<file path="src/rtl/alu_pkg.sv">
// Shared definitions for the sequenced ALU blocks: FSM state encoding and
// the iteration-counter width helper.
package alu_pkg;

    typedef enum logic [1:0] {
        ST_IDLE = 2'd0,
        ST_RUN  = 2'd1,
        ST_DONE = 2'd2
    } mul_state_t;

    // Counter width for an n-step iteration; never narrower than one bit.
    function automatic int cnt_w(input int n);
        return (n < 2) ? 1 : $clog2(n);
    endfunction

endpackage

</file>
<file path="src/rtl/RippleCarryAdder.sv">
// Existing N-bit ripple-carry adder shared by the ALU datapath.
// It has no carry-out port; callers widen the operands to recover the carry.
module RippleCarryAdder #(
    parameter int N = 8
) (
    input  logic [N-1:0] a,
    input  logic [N-1:0] b,
    input  logic         cin,
    output logic [N-1:0] sum
);

    logic [N-1:0] c;

    assign c[0] = cin;

    for (genvar i = 0; i < N; i++) begin : g_sum
        assign sum[i] = a[i] ^ b[i] ^ c[i];
    end

    for (genvar i = 0; i < N - 1; i++) begin : g_carry
        assign c[i+1] = (a[i] & b[i]) | (a[i] & c[i]) | (b[i] & c[i]);
    end

endmodule

</file>
<file path="src/rtl/seq_multiplier_ctrl.sv">
// Multi-cycle unsigned shift-and-add multiplier: one add through a shared
// ripple-carry adder per clock, N iterations per product.
//
// Handshake: start is sampled only in IDLE or DONE; an accepted start loads the
// operands and raises busy for exactly N cycles, then done pulses for one cycle
// while product holds A*B. start during RUN is ignored.
module seq_multiplier_ctrl
    import alu_pkg::*;
#(
    parameter int N = 8
) (
    input  logic             clk,
    input  logic             rst,
    input  logic             start,
    input  logic [N-1:0]     A,
    input  logic [N-1:0]     B,
    output logic             busy,
    output logic             done,
    output logic [2*N-1:0]   product,
    output mul_state_t       state
);

    localparam int CNT_W = cnt_w(N);
    localparam logic [CNT_W-1:0] CNT_LAST = CNT_W'(N - 1);

    logic [N-1:0]     mcand;
    logic [N-1:0]     acc_hi;
    logic [N-1:0]     acc_lo;
    logic [CNT_W-1:0] cnt;

    logic [N-1:0]     addend;
    logic [N:0]       sum;
    logic [2*N-1:0]   shifted;

    assign addend = acc_lo[0] ? mcand : '0;

    // Widened by one bit so the top sum bit carries the adder's carry-out.
    RippleCarryAdder #(
        .N (N + 1)
    ) u_adder (
        .a   ({1'b0, acc_hi}),
        .b   ({1'b0, addend}),
        .cin (1'b0),
        .sum (sum)
    );

    assign shifted = {sum, acc_lo[N-1:1]};

    assign busy = (state == ST_RUN);
    assign done = (state == ST_DONE);

    always_ff @(posedge clk) begin
        if (rst) begin
            state   <= ST_IDLE;
            mcand   <= '0;
            acc_hi  <= '0;
            acc_lo  <= '0;
            cnt     <= '0;
            product <= '0;
        end else begin
            case (state)
                ST_IDLE, ST_DONE: begin
                    if (start) begin
                        state  <= ST_RUN;
                        mcand  <= A;
                        acc_hi <= '0;
                        acc_lo <= B;
                        cnt    <= '0;
                    end else begin
                        state  <= ST_IDLE;
                    end
                end
                ST_RUN: begin
                    acc_hi <= shifted[2*N-1:N];
                    acc_lo <= shifted[N-1:0];
                    cnt    <= cnt + CNT_W'(1);
                    if (cnt == CNT_LAST) begin
                        product <= shifted;
                        state   <= ST_DONE;
                    end
                end
                default: begin
                    state <= ST_IDLE;
                end
            endcase
        end
    end

endmodule

</file>
<file path="config.mk">
export PLATFORM = sky130hd
export DESIGN_NAME = seq_multiplier_ctrl
export DESIGN_NICKNAME = d
export VERILOG_FILES = /design/src/rtl/alu_pkg.sv /design/src/rtl/RippleCarryAdder.sv /design/src/rtl/seq_multiplier_ctrl.sv
export SDC_FILE = /design/constraint.sdc
export NUM_CORES = 1
export LEC_CHECK = 0
export ABC_AREA = 1
export CORE_ASPECT_RATIO = 1.25
export CORE_UTILIZATION = 25
export DETAILED_ROUTE_END_ITERATION = 12
export PLACE_DENSITY = 0.55
export SYNTH_ARGS = -nofsm -noshare
export SYNTH_HDL_FRONTEND = slang
export SYNTH_SLANG_ARGS = --single-unit
</file>
<file path="constraint.sdc">
create_clock -name clk -period 3.68 [get_ports clk]
set_input_delay 0.736 -clock clk [delete_from_list [all_inputs] [get_ports clk]]
set_output_delay 0.736 -clock clk [all_outputs]
set_load 0.05 [all_outputs]
</file>
# Yosys cells after proc, flatten, opt, wreduce, memory -nomap -nowiden
# Cells that the tools add are included.
classes:
  addsub: 1
  n_mul: 0
  n_div: 0
  order_cmp: 0
  n_eq_ne: 5
  n_shift: 0
  n_mux: 10
  bitwise: 51
  reduce_logical: 6
op_table:
  columns: ["cell", "n"]
  rows:
  - ["$pmux W8 S2", 2]
  - ["$mux W8", 3]
  - ["$and A1 B1 Y1", 22]
  - ["$xor A1 B1 Y1", 15]
  - ["$or A1 B1 Y1", 14]
  - ["$pmux W3 S2", 1]
  - ["$reduce_and A2 Y1", 3]
  - ["$pmux W2 S2", 1]
  - ["$add A3 B1 Y3 const B", 1]
  - ["$eq A3 B3 Y1 const B", 1]
  - ["$mux W3", 1]
  - ["$eq A2 B1 Y1 const B", 1]
  - ["$eq A2 B2 Y1 const B", 1]
  - ["$logic_not A2 Y1", 1]
  - ["$mux W2", 1]
  - ["$ne A2 B1 Y1 const B", 1]
  - ["$ne A2 B2 Y1 const B", 1]
  - ["$reduce_bool A2 Y1", 1]
  - ["$reduce_or A2 Y1", 1]
  - ["$mux W1", 1]
word_totals:
  regBits: 45
  latchBits: 0
  ram_bits: 0
  mem_bits_ro: 0
  inputBits: 19
  output_inout_bits: 20
  memories: 0

# Depth between registers and ports, before layout
# Gate-level depths: netlist of run 1.
logic_depth:
  ltp_word: 24
  ltp_mapped: 15
  mapped_depth_nobuf: 14

# Hierarchy
# From an unflattened synthesis of run 1, not the netlist that was laid out.
hier_totals:
  hier_cells: 284
  hier_area_um2: 2099.5
modules_own_cells:
  columns: ["mod", "n_inst", "cells_each", "area_each_um2", "seq_area_each_um2"]
  rows:
  - ["seq_multiplier_ctrl", 1, 262, 1883.1, 900.9]
  - ["RippleCarryAdder", 1, 22, 216.5, 0.0]

# Worst setup path after synthesis of run 1
# Ideal clock, no wire load.
synth_timing:
  path_type: "register to register"
  startpoint: "reg acc_lo[0]"
  endpoint: "reg acc_hi[6]"
  setup_time_ns: 0.132
  arrival_time_ns: 3.280
  required_time_ns: 3.548
  slack_ns: 0.268
  path_stages_with_launch: 16
  n_path_buf: 1
  synth_period_minus_slack_ns: 3.412
  cell_sequence: "dfxtp_1 clkbuf_1 nand2_1 inv_1 ha_1 fa_1 fa_1 inv_1 fa_1 fa_1 fa_1 fa_1 fa_1 inv_1 nand2_1 a21oi_1"
synth_between:
  elab_chain_cells: 22
  elab_cells_between_ends: 35
synth_rtl:
  columns: ["item", "line_no", "rtl"]
  rows:
  - ["from (decl)", "seq_multiplier_ctrl.sv:28", "logic [N-1:0] acc_lo;"]
  - ["from (signal assigned)", "seq_multiplier_ctrl.sv:75", "acc_lo <= shifted[N-1:0];"]
  - ["$mux W8 (*)", "seq_multiplier_ctrl.sv:35", "assign addend = acc_lo[0] ? mcand : '0;"]
  - ["$and A1 B1 Y1 (2 in a row)", "RippleCarryAdder.sv:21", "assign c[i+1] = (a[i] & b[i]) | (a[i] & c[i]) | (b[i] & c[i]);"]
  - ["$or A1 B1 Y1 (2 in a row)", "RippleCarryAdder.sv:21", null]
  - ["$and A1 B1 Y1", "RippleCarryAdder.sv:21", null]
  - ["$or A1 B1 Y1 (2 in a row)", "RippleCarryAdder.sv:21", null]
  - ["$and A1 B1 Y1", "RippleCarryAdder.sv:21", null]
  - ["$or A1 B1 Y1 (2 in a row)", "RippleCarryAdder.sv:21", null]
  - ["$and A1 B1 Y1", "RippleCarryAdder.sv:21", null]
  - ["$or A1 B1 Y1 (2 in a row)", "RippleCarryAdder.sv:21", null]
  - ["$and A1 B1 Y1", "RippleCarryAdder.sv:21", null]
  - ["$or A1 B1 Y1 (2 in a row)", "RippleCarryAdder.sv:21", null]
  - ["$and A1 B1 Y1", "RippleCarryAdder.sv:21", null]
  - ["$or A1 B1 Y1 (2 in a row)", "RippleCarryAdder.sv:21", null]
  - ["$xor A1 B1 Y1 (*)", "RippleCarryAdder.sv:17", "assign sum[i] = a[i] ^ b[i] ^ c[i];"]
  - ["$pmux W8 S2 (*)", "seq_multiplier_ctrl.sv:61", "case (state)"]
  - ["to (signal assigned)", "seq_multiplier_ctrl.sv:74", "acc_hi <= shifted[2*N-1:N];"]
  - ["to (decl)", "seq_multiplier_ctrl.sv:27", "logic [N-1:0] acc_hi;"]
# Every way passes the cells marked *; elsewhere a longest branch is shown, timed or not.
# A chain may end at the register's enable or synchronous reset.

# Worst setup path in the final report of run 1
# Ends and elaborated chain as after synthesis.

==> impl_metrics.py, run 1 <==
metrics = {
    "worst_setup_path": {
        "r2r_cells": 14,
        "start_kind": "flip-flop",
        "startpoint": "acc_lo[0]",
        "endpoint": "acc_hi[6]",
        "end_kind": "flip-flop",
        "r2r_end": "acc_hi[6]",
        "arrival_ns": 3.50,
        "reg2reg_slack_ns": 0.34,
        "critPathRequiredTime_ns": 3.84,
        "r2r-start": "acc_lo[0]",
        "cp_max_fo": 8,
        "critPathKind": "reg2reg",
    },
    "routing": {
        "wl_per_cell_um": 12.38,
        "ant_nets": 0,
        "drt_iter0_markers": 82,
        "firstDrtPassIters": 4,
        "vias": 1750,
        "routed_wl_um": 4879,
        "drcViolationCount": 0,
        "via_per_inst": 4.442,
    },
    "clock_tree": {
        "cts_tree": "yes",
        "post_cts_buffers": 0,
        "clockBufferDepth": 2,
        "cts_root_buf": "clkbuf_8",
        "postCtsResizedCells": 0,
        "clk_pin_slew_ns": 0.08,
        "numCtsBuffers": 5,
        "h-tree-depth": 2,
        "numClockSinks": 45,
        "cts_hold_buf": 0,
        "clock_latency_ns": 0.29,
    },
    "global_routing": {
        "track_usage_pct": 12.91,
        "grt_max_degree": 30,
        "antenna_found_initial": 0,
        "grt_pass1_wl_um": 8086,
        "gr-total-overflow": 0,
        "grt_pass1_vias": 1640,
    },
    "sta": {
        "period_needed_ns": 3.338,
        "relSlewSlack_pct": 35.39,
        "rsz0062_at_grt": "false",
        "fin_worst_skew_ns": 0.002645,
        "finalSetupTns_ns": 0,
        "slew_viol_final": 0,
        "setup_ws_ns": 0.3415,
        "hold_viol": 0,
        "tightest_slew_ns": 0.9668,
        "fmax_mhz": 299.5,
        "setup_violations": 0,
        "finalCritPeriodShare_pct": 90.72,
    },
    "yosys": {
        "yosysUniqueCellTypes": 21,
        "post-synth-top-area-fraction_pct": 44.61,
        "syn_avg_cell_area_um2": 7.649,
        "syn_nets": 293,
        "syn_inst": 264,
        "ys_warn_count": 0,
        "ys_seq_elements": 45,
        "synth.area.top_cells": "dfxtp_1, nand3_1, nand2_1",
        "synth_area_mm2": 0.002019,
        "seq_area_frac_synth_pct": 44.61,
        "yosys.area.top_type": "dfxtp_1",
    },
    "die": {
        "core_area_mm2": 0.007792,
        "die_w_um": 82.39,
        "io_pins": 39,
        "initial_core_util_pct": 25.92,
        "die_h_um": 102.5,
        "row_count": 36,
        "dieArea_mm2": 0.008443,
    },
    "place": {
        "dp_slack_ns": 0.3285,
        "hpwl_um": 3356,
        "gp_congestion": 0.7451,
        "numPortBuffers": 38,
    },
    "cells_and_area": {
        "final_cell_mix": "dfxtp_1, nand2_1, nand3_1",
        "syn_to_final_growth_pct": 26.39,
        "nNetsFinal": 328,
        "fin_util_pct": 32.76,
        "fill_cells": 856,
        "final_common_cell": "dfxtp_1",
        "num_antenna_cells": 0,
        "drive_gt1_share_pct": 5.686,
    },
    "min_path": {
        "holdCritPathClass": "reg2reg",
        "min-delay-start": "cnt[0]",
    },
    "power": {
        "p_per_area_mw_per_mm2": 378.0,
        "peakVddDrop_v": 0.0001438,
        "p_leak_nw": 1.065,
        "power_mw": 0.9649,
    },
    "status": {
        "status": "completed",
    },
    "run": {
        "drv_cap": 0,
    },
}
-- cell usage after synthesis --
cell and n:
dfxtp_1 45, nand2_1 44, nand3_1 40, inv_1 35
nor2_1 27, a21oi_1 14, o21ai_0 11, o21ai_1 10
fa_1 7, buf_2 6, nor3_1 6, buf_4 4
clkbuf_1 3, ha_1 3, inv_2 2, nand2_2 2
buf_6 1, nand3_2 1, nand3b_1 1, nor2_2 1
nor2_4 1
-- stage by stage --
stage | cells | hold WS (ns) | cell area (µm²)
2_1_floorplan | 264 | 0.4284 | 2019
3_3_place_gp | 387 | 0.4482 | 2466
3_5_place_dp | 387 | 0.4502 | 2466
4_1_cts | 394 | 0.4676 | 2552
5_1_grt | 394 | 0.4952 | 2552
6_report | 394 | 0.4612 | 2552
-- metal layers --
metal  vias up  part of all wire [%]  GRT usage, %
li1        904                     -             -
met1       811                    46         16.79
met2        31                    49         20.28
met3         4                   3.9         3.393
met4         0                   1.2         4.858
met5         -                     0             0
-- critical path, cell delays in order (launching register included) --
cell and delay (ns):
dfxtp_1 0.34, buf_4 0.15, nand2_1 0.06, inv_1 0.07, fa_1 0.18, fa_1 0.17, inv_1 0.05, fa_1 0.37
fa_1 0.38, fa_1 0.38, fa_1 0.39, fa_1 0.51, inv_1 0.04, nand2_1 0.05, a21oi_1 0.06
-- how the worst min path moves through the flow --
stage | endpoint | slack, ns | cells after the start
2_1_floorplan | cnt[0] | 0.43 | 1
3_3_place_gp | cnt[0] | 0.45 | 1
3_5_place_dp | cnt[0] | 0.45 | 1
4_1_cts | cnt[0] | 0.47 | 1
5_1_grt | product[8] | 0.50 | 2
6_report | cnt[0] | 0.46 | 1
-- sequential cells by signal, indices dropped and copies added (netlist names) --
| signal | cells |
|---|---|
| acc_hi | 8 |
| acc_lo | 8 |
| cnt | 3 |
| mcand | 8 |
| product | 16 |
| state | 2 |
-- area by class of cell --
cell class	count	area, µm²	share of cell area, %
clock buffers	7	86.33	3.382
inverters	37	138.9	5.441
multi-input cells	168	897.1	35.15
flip-flops and latches	45	900.9	35.29
well taps	95	118.9	4.657
repair buffers	42	410.4	16.08
-- where the power goes --
group	internal (mW)	total (mW)	switching (mW)
Clock	0.149	0.312	0.163
Sequential	0.507	0.520	0.0124
Combinational	0.0526	0.133	0.0805
Total	0.709	0.965	0.256
-- cells by family (layout without fill, tap and decap cells) --
group	count (synthesis)	in the layout	synth area share, %
and+or+nand+nor	123	123	26.95
buffers and inverters	51	86	10.97
DFF	45	45	44.61
AOI/OAI and AO/OA	35	35	8.674
adders and majority gates	10	10	8.798
No activity file was read; power rests on OpenSTA's default activity.
==> run 2: changes to the inputs <==
--- a/config.mk
+++ b/config.mk
@@ -9,6 +9,7 @@
 export CORE_ASPECT_RATIO = 1.25
 export CORE_UTILIZATION = 25
 export DETAILED_ROUTE_END_ITERATION = 12
+export MAX_ROUTING_LAYER = met4
 export PLACE_DENSITY = 0.55
 export SYNTH_ARGS = -nofsm -noshare
 export SYNTH_HDL_FRONTEND = slang
==> run 2 against run 1 <==
Compared with the run above:
- die area unchanged
- sequential power about the same
- core utilization did not move
- power about the same
- final area stayed put
- largest power group unchanged
- cell count unchanged
- wire length is 0.16% higher
- non-clock buffer count stayed put
- clock skew hardly changed
- combinational power about the same
- critical endpoint unchanged
- highest routed layer unchanged
- global-route usage up 0.30 points
- sequential share of layout area stayed put
==> impl_metrics.py, run 2 (synthesis gave the netlist of run 1 again) <==
metrics = {
    "status": {
        "status": "completed",
    },
    "clock_tree": {
        "clockBufferDepth": 2,
        "clock_latency_ns": 0.29,
        "clk_pin_slew_ns": 0.08,
        "cts_tree": "yes",
        "numClockSinks": 45,
        "cts_hold_buf": 0,
        "post_cts_buffers": 0,
        "numCtsBuffers": 5,
        "h-tree-depth": 2,
        "postCtsResizedCells": 0,
        "cts_root_buf": "clkbuf_8",
    },
    "cells_and_area": {
        "drive_gt1_share_pct": 5.686,
        "fill_cells": 856,
        "multi_input_area_um2": 897.1,
        "syn_to_final_growth_pct": 26.39,
        "num_antenna_cells": 0,
        "nNetsFinal": 328,
        "seqCellArea_um2": 900.9,
        "final_common_cell": "dfxtp_1",
        "final_cell_mix": "dfxtp_1, nand2_1, nand3_1",
        "largest_reg_flops": 16,
        "top_register": "product",
    },
    "die": {
        "row_count": 36,
        "die_h_um": 102.5,
        "core_area_mm2": 0.007792,
        "io_pins": 39,
        "dieArea_mm2": 0.008443,
        "die_w_um": 82.39,
        "initial_core_util_pct": 25.92,
    },
    "global_routing": {
        "grt_pass1_wl_um": 8052,
        "antenna_found_initial": 0,
        "grt_max_degree": 30,
        "track_usage_pct": 13.21,
        "gr-total-overflow": 0,
        "grt_pass1_vias": 1648,
    },
    "sta": {
        "fin_worst_skew_ns": 0.002269,
        "setup_violations": 0,
        "relSlewSlack_pct": 34.52,
        "finalCritPeriodShare_pct": 90.65,
        "hold_viol": 0,
        "period_needed_ns": 3.336,
        "rsz0062_at_grt": "false",
        "fmax_mhz": 299.8,
        "slew_viol_final": 0,
        "worst_hold_slack_ns": 0.4618,
        "finalSetupTns_ns": 0,
        "tightest_slew_ns": 0.9799,
    },
    "power": {
        "p_leak_nw": 1.065,
        "peakVddDrop_v": 0.0001441,
        "p_per_area_mw_per_mm2": 377.9,
    },
    "min_path": {
        "min_to": "cnt[0]",
        "min-delay-start": "cnt[0]",
        "holdCritPathClass": "reg2reg",
        "hold_depth": 1,
    },
    "worst_setup_path": {
        "end_kind": "flip-flop",
        "start_kind": "flip-flop",
        "startpoint": "acc_lo[0]",
        "critPathKind": "reg2reg",
        "reg2reg_slack_ns": 0.34,
        "critPathRequiredTime_ns": 3.84,
        "r2r_cells": 14,
        "r2r-start": "acc_lo[0]",
        "cp_max_fo": 8,
        "arrival_ns": 3.50,
        "r2r_end": "acc_hi[6]",
    },
    "routing": {
        "vias": 1758,
        "routed_wl_um": 4887,
        "ant_nets": 0,
        "wl_per_cell_um": 12.40,
        "firstDrtPassIters": 4,
        "drt_iter0_markers": 79,
        "drcViolationCount": 0,
        "via_per_inst": 4.462,
    },
    "place": {
        "gp_congestion": 0.7545,
        "numPortBuffers": 38,
        "hpwl_um": 3356,
    },
    "run": {
        "drv_cap": 0,
    },
}
==> run 2: cell type report <==
class,count,share of cell area (%)
clock buffer,7,3.382
inverter,37,5.441
sequential,45,35.29
multi-input combinational,168,35.15
tap,95,4.657
timing repair buffer,42,16.08
==> run 2: routing by layer <==
metal	global-route usage (%)	vias up	routed length, µm
li1	-	905	-
met1	16.57	813	2251
met2	20.41	34	2374
met3	3.125	6	191
met4	4.858	0	70
met5	-	-	0
==> run 2: through the flow <==
step | total power [mW] | instance area (µm²) | utilization (%) | std cells | setup slack [ns]
floorplan | 0.6198 | 2019 | - | 264 | 0.2676
global placement | 0.6638 | 2466 | 31.65 | 387 | 0.3922
detailed placement | 0.6660 | 2466 | 31.65 | 387 | 0.3285
CTS | 0.9744 | 2552 | 32.76 | 394 | 0.3158
global route | 1.015 | 2552 | 32.76 | 394 | 0.08655
finish | 0.9645 | 2552 | 32.76 | 394 | 0.3440
==> run 2: critical path, cell delays in order, from the launching register on <==
cell	delay, ns
dfxtp_1	0.34
buf_4	0.15
nand2_1	0.06
inv_1	0.07
fa_1	0.18
fa_1	0.17
inv_1	0.05
fa_1	0.37
fa_1	0.38
fa_1	0.38
fa_1	0.39
fa_1	0.51
inv_1	0.04
nand2_1	0.05
a21oi_1	0.06
==> run 2: how the worst max path moves through the flow <==
| stage | slack, ns | endpoint |
|---|---|---|
| 2_1_floorplan | 0.27 | acc_hi[6] |
| 3_3_place_gp | 0.39 | acc_hi[6] |
| 3_5_place_dp | 0.33 | acc_hi[6] |
| 4_1_cts | 0.32 | acc_hi[6] |
| 5_1_grt | 0.09 | acc_hi[6] |
| 6_report | 0.34 | acc_hi[6] |
==> run 2: power breakdown <==
| group | internal (mW) | switching (mW) |
|---|---|---|
| clock | 0.149 | 0.163 |
| sequential | 0.507 | 0.0125 |
| combinational | 0.0526 | 0.0802 |
| total | 0.709 | 0.256 |
==> run 3: changes to the inputs <==
--- a/config.mk
+++ b/config.mk
@@ -10,7 +10,6 @@
 export CORE_UTILIZATION = 25
 export DETAILED_ROUTE_END_ITERATION = 12
 export MAX_ROUTING_LAYER = met4
-export PLACE_DENSITY = 0.55
 export SYNTH_ARGS = -nofsm -noshare
 export SYNTH_HDL_FRONTEND = slang
 export SYNTH_SLANG_ARGS = --single-unit
==> run 3 against run 2 <==
Compared with the run above:
- core utilization increased by 0.34 points
- wire length down 1.2%
- sequential cell count unchanged
- clock power rose by 12%
- first-iteration DRC count rose by 44%
- largest cell class unchanged
==> impl_metrics.py, run 3 (synthesis gave the netlist of run 1 again) <==
metrics = {
    "status": {
        "status": "completed",
    },
    "sta": {
        "finalCritPeriodShare_pct": 91.02,
        "period_needed_ns": 3.350,
        "fin_worst_skew_ns": 0.008386,
        "fmax_mhz": 298.5,
        "hold_viol": 0,
        "setup_violations": 0,
        "tightest_slew_ns": 0.5016,
        "slew_viol_final": 0,
        "rsz0062_at_grt": "false",
        "relSlewSlack_pct": 66.45,
        "finalSetupTns_ns": 0,
    },
    "place": {
        "gp_congestion": 0.7459,
        "hpwl_um": 3354,
        "numPortBuffers": 38,
    },
    "clock_tree": {
        "h-tree-depth": 2,
        "numCtsBuffers": 5,
        "clockBufferDepth": 2,
        "clk_pin_slew_ns": 0.09,
        "clock_latency_ns": 0.30,
        "postCtsResizedCells": 0,
        "cts_tree": "yes",
        "post_cts_buffers": 0,
        "cts_root_buf": "clkbuf_8",
        "cts_hold_buf": 0,
        "numClockSinks": 45,
    },
    "cells_and_area": {
        "multi_input_area_um2": 897.1,
        "num_antenna_cells": 0,
        "seqCellArea_um2": 900.9,
        "final_common_cell": "dfxtp_1",
        "fin_util_pct": 33.09,
        "nNetsFinal": 329,
        "drive_gt1_share_pct": 6.645,
        "fill_cells": 861,
        "largest_reg_flops": 16,
        "top_register": "product",
        "syn_to_final_growth_pct": 27.69,
        "final_cell_mix": "dfxtp_1, nand2_1, nand3_1",
    },
    "worst_setup_path": {
        "end_kind": "flip-flop",
        "critPathKind": "reg2reg",
        "arrival_ns": 3.59,
        "cp_max_fo": 3,
        "start_kind": "flip-flop",
        "critPathRequiredTime_ns": 3.92,
    },
    "routing": {
        "firstDrtPassIters": 5,
        "drcViolationCount": 0,
        "ant_nets": 0,
        "drt_iter0_markers": 114,
        "routed_wl_um": 4829,
        "via_per_inst": 4.404,
        "wl_per_cell_um": 12.19,
        "vias": 1744,
    },
    "die": {
        "row_count": 36,
        "die_h_um": 102.5,
        "core_area_mm2": 0.007792,
        "initial_core_util_pct": 25.92,
        "dieArea_mm2": 0.008443,
        "io_pins": 39,
        "die_w_um": 82.39,
    },
    "global_routing": {
        "grt_max_degree": 23,
        "met3_usage_pct": 2.500,
        "track_usage_pct": 12.43,
        "antenna_found_initial": 0,
        "top_usage_layer": "met2",
        "gr-usage-met2_pct": 20.41,
        "grtUsageMet1_pct": 14.71,
        "grt_pass1_wl_um": 7590,
        "grt_pass1_vias": 1578,
        "gr-total-overflow": 0,
    },
    "power": {
        "power_mw": 1.000,
        "peakVddDrop_v": 0.0001303,
        "p_per_area_mw_per_mm2": 387.9,
        "p_leak_nw": 1.081,
    },
    "min_path": {
        "holdCritPathClass": "reg2reg",
    },
    "run": {
        "drv_cap": 0,
    },
}
[run 3: changes by cell type in the layout (fill, tap and decap cells not counted)]
cell / delta
buf_4: +1
clkbuf_8: +1
inv_6: +1
clkbuf_1: -1
[run 3: through the flow]
step	setup WS [ns]	area (µm²)	cells	hold WS [ns]
floorplan	0.2676	2019	264	0.4284
global placement	0.4217	2474	388	0.4453
detailed placement	0.3152	2474	388	0.4485
CTS	0.3034	2579	396	0.4659
global route	0.1091	2579	396	0.4795
finish	0.3304	2579	396	0.4644
[run 3: per-layer routing]
layer  vias to the layer above  wire, µm
met5                         -         0
met4                         0        71
met3                         7       269
met2                        43      2343
met1                       791      2145
li1                        903         -
[run 3: final cells by class]
type	count	share of cell area [%]
Sequential cell	45	34.93
Multi-Input combinational cell	168	34.79
Timing Repair Buffer	43	16.21
Inverter	37	5.386
Tap cell	95	4.609
Clock buffer	7	3.736
Clock inverter	1	0.3396
[run 3: power breakdown]
| group | total (mW) | switching [mW] | internal, mW |
|---|---|---|---|
| logic | 0.133 | 0.0793 | 0.0533 |
| registers | 0.520 | 0.0127 | 0.507 |
| clock network | 0.348 | 0.174 | 0.174 |
[run 3: path summary, 6_finish.rpt]
check             cells after the start        end  slack (ns)       from
setup reg to reg                     14  acc_hi[6]        0.33  acc_lo[0]
hold reg to reg                       1     cnt[0]        0.46     cnt[0]
hold / removal                        1     cnt[0]        0.46     cnt[0]
setup / recovery                     14  acc_hi[6]        0.33  acc_lo[0]
[run 3: worst max-delay path, cell delays in order (launching register included)]
cell	delay (ns)
dfxtp_1	0.35
nand2_1	0.06
inv_1	0.05
ha_1	0.15
fa_1	0.19
fa_1	0.17
inv_1	0.05
fa_1	0.37
fa_1	0.38
fa_1	0.38
fa_1	0.40
fa_1	0.47
inv_1	0.07
nand2_1	0.05
a21oi_1	0.14
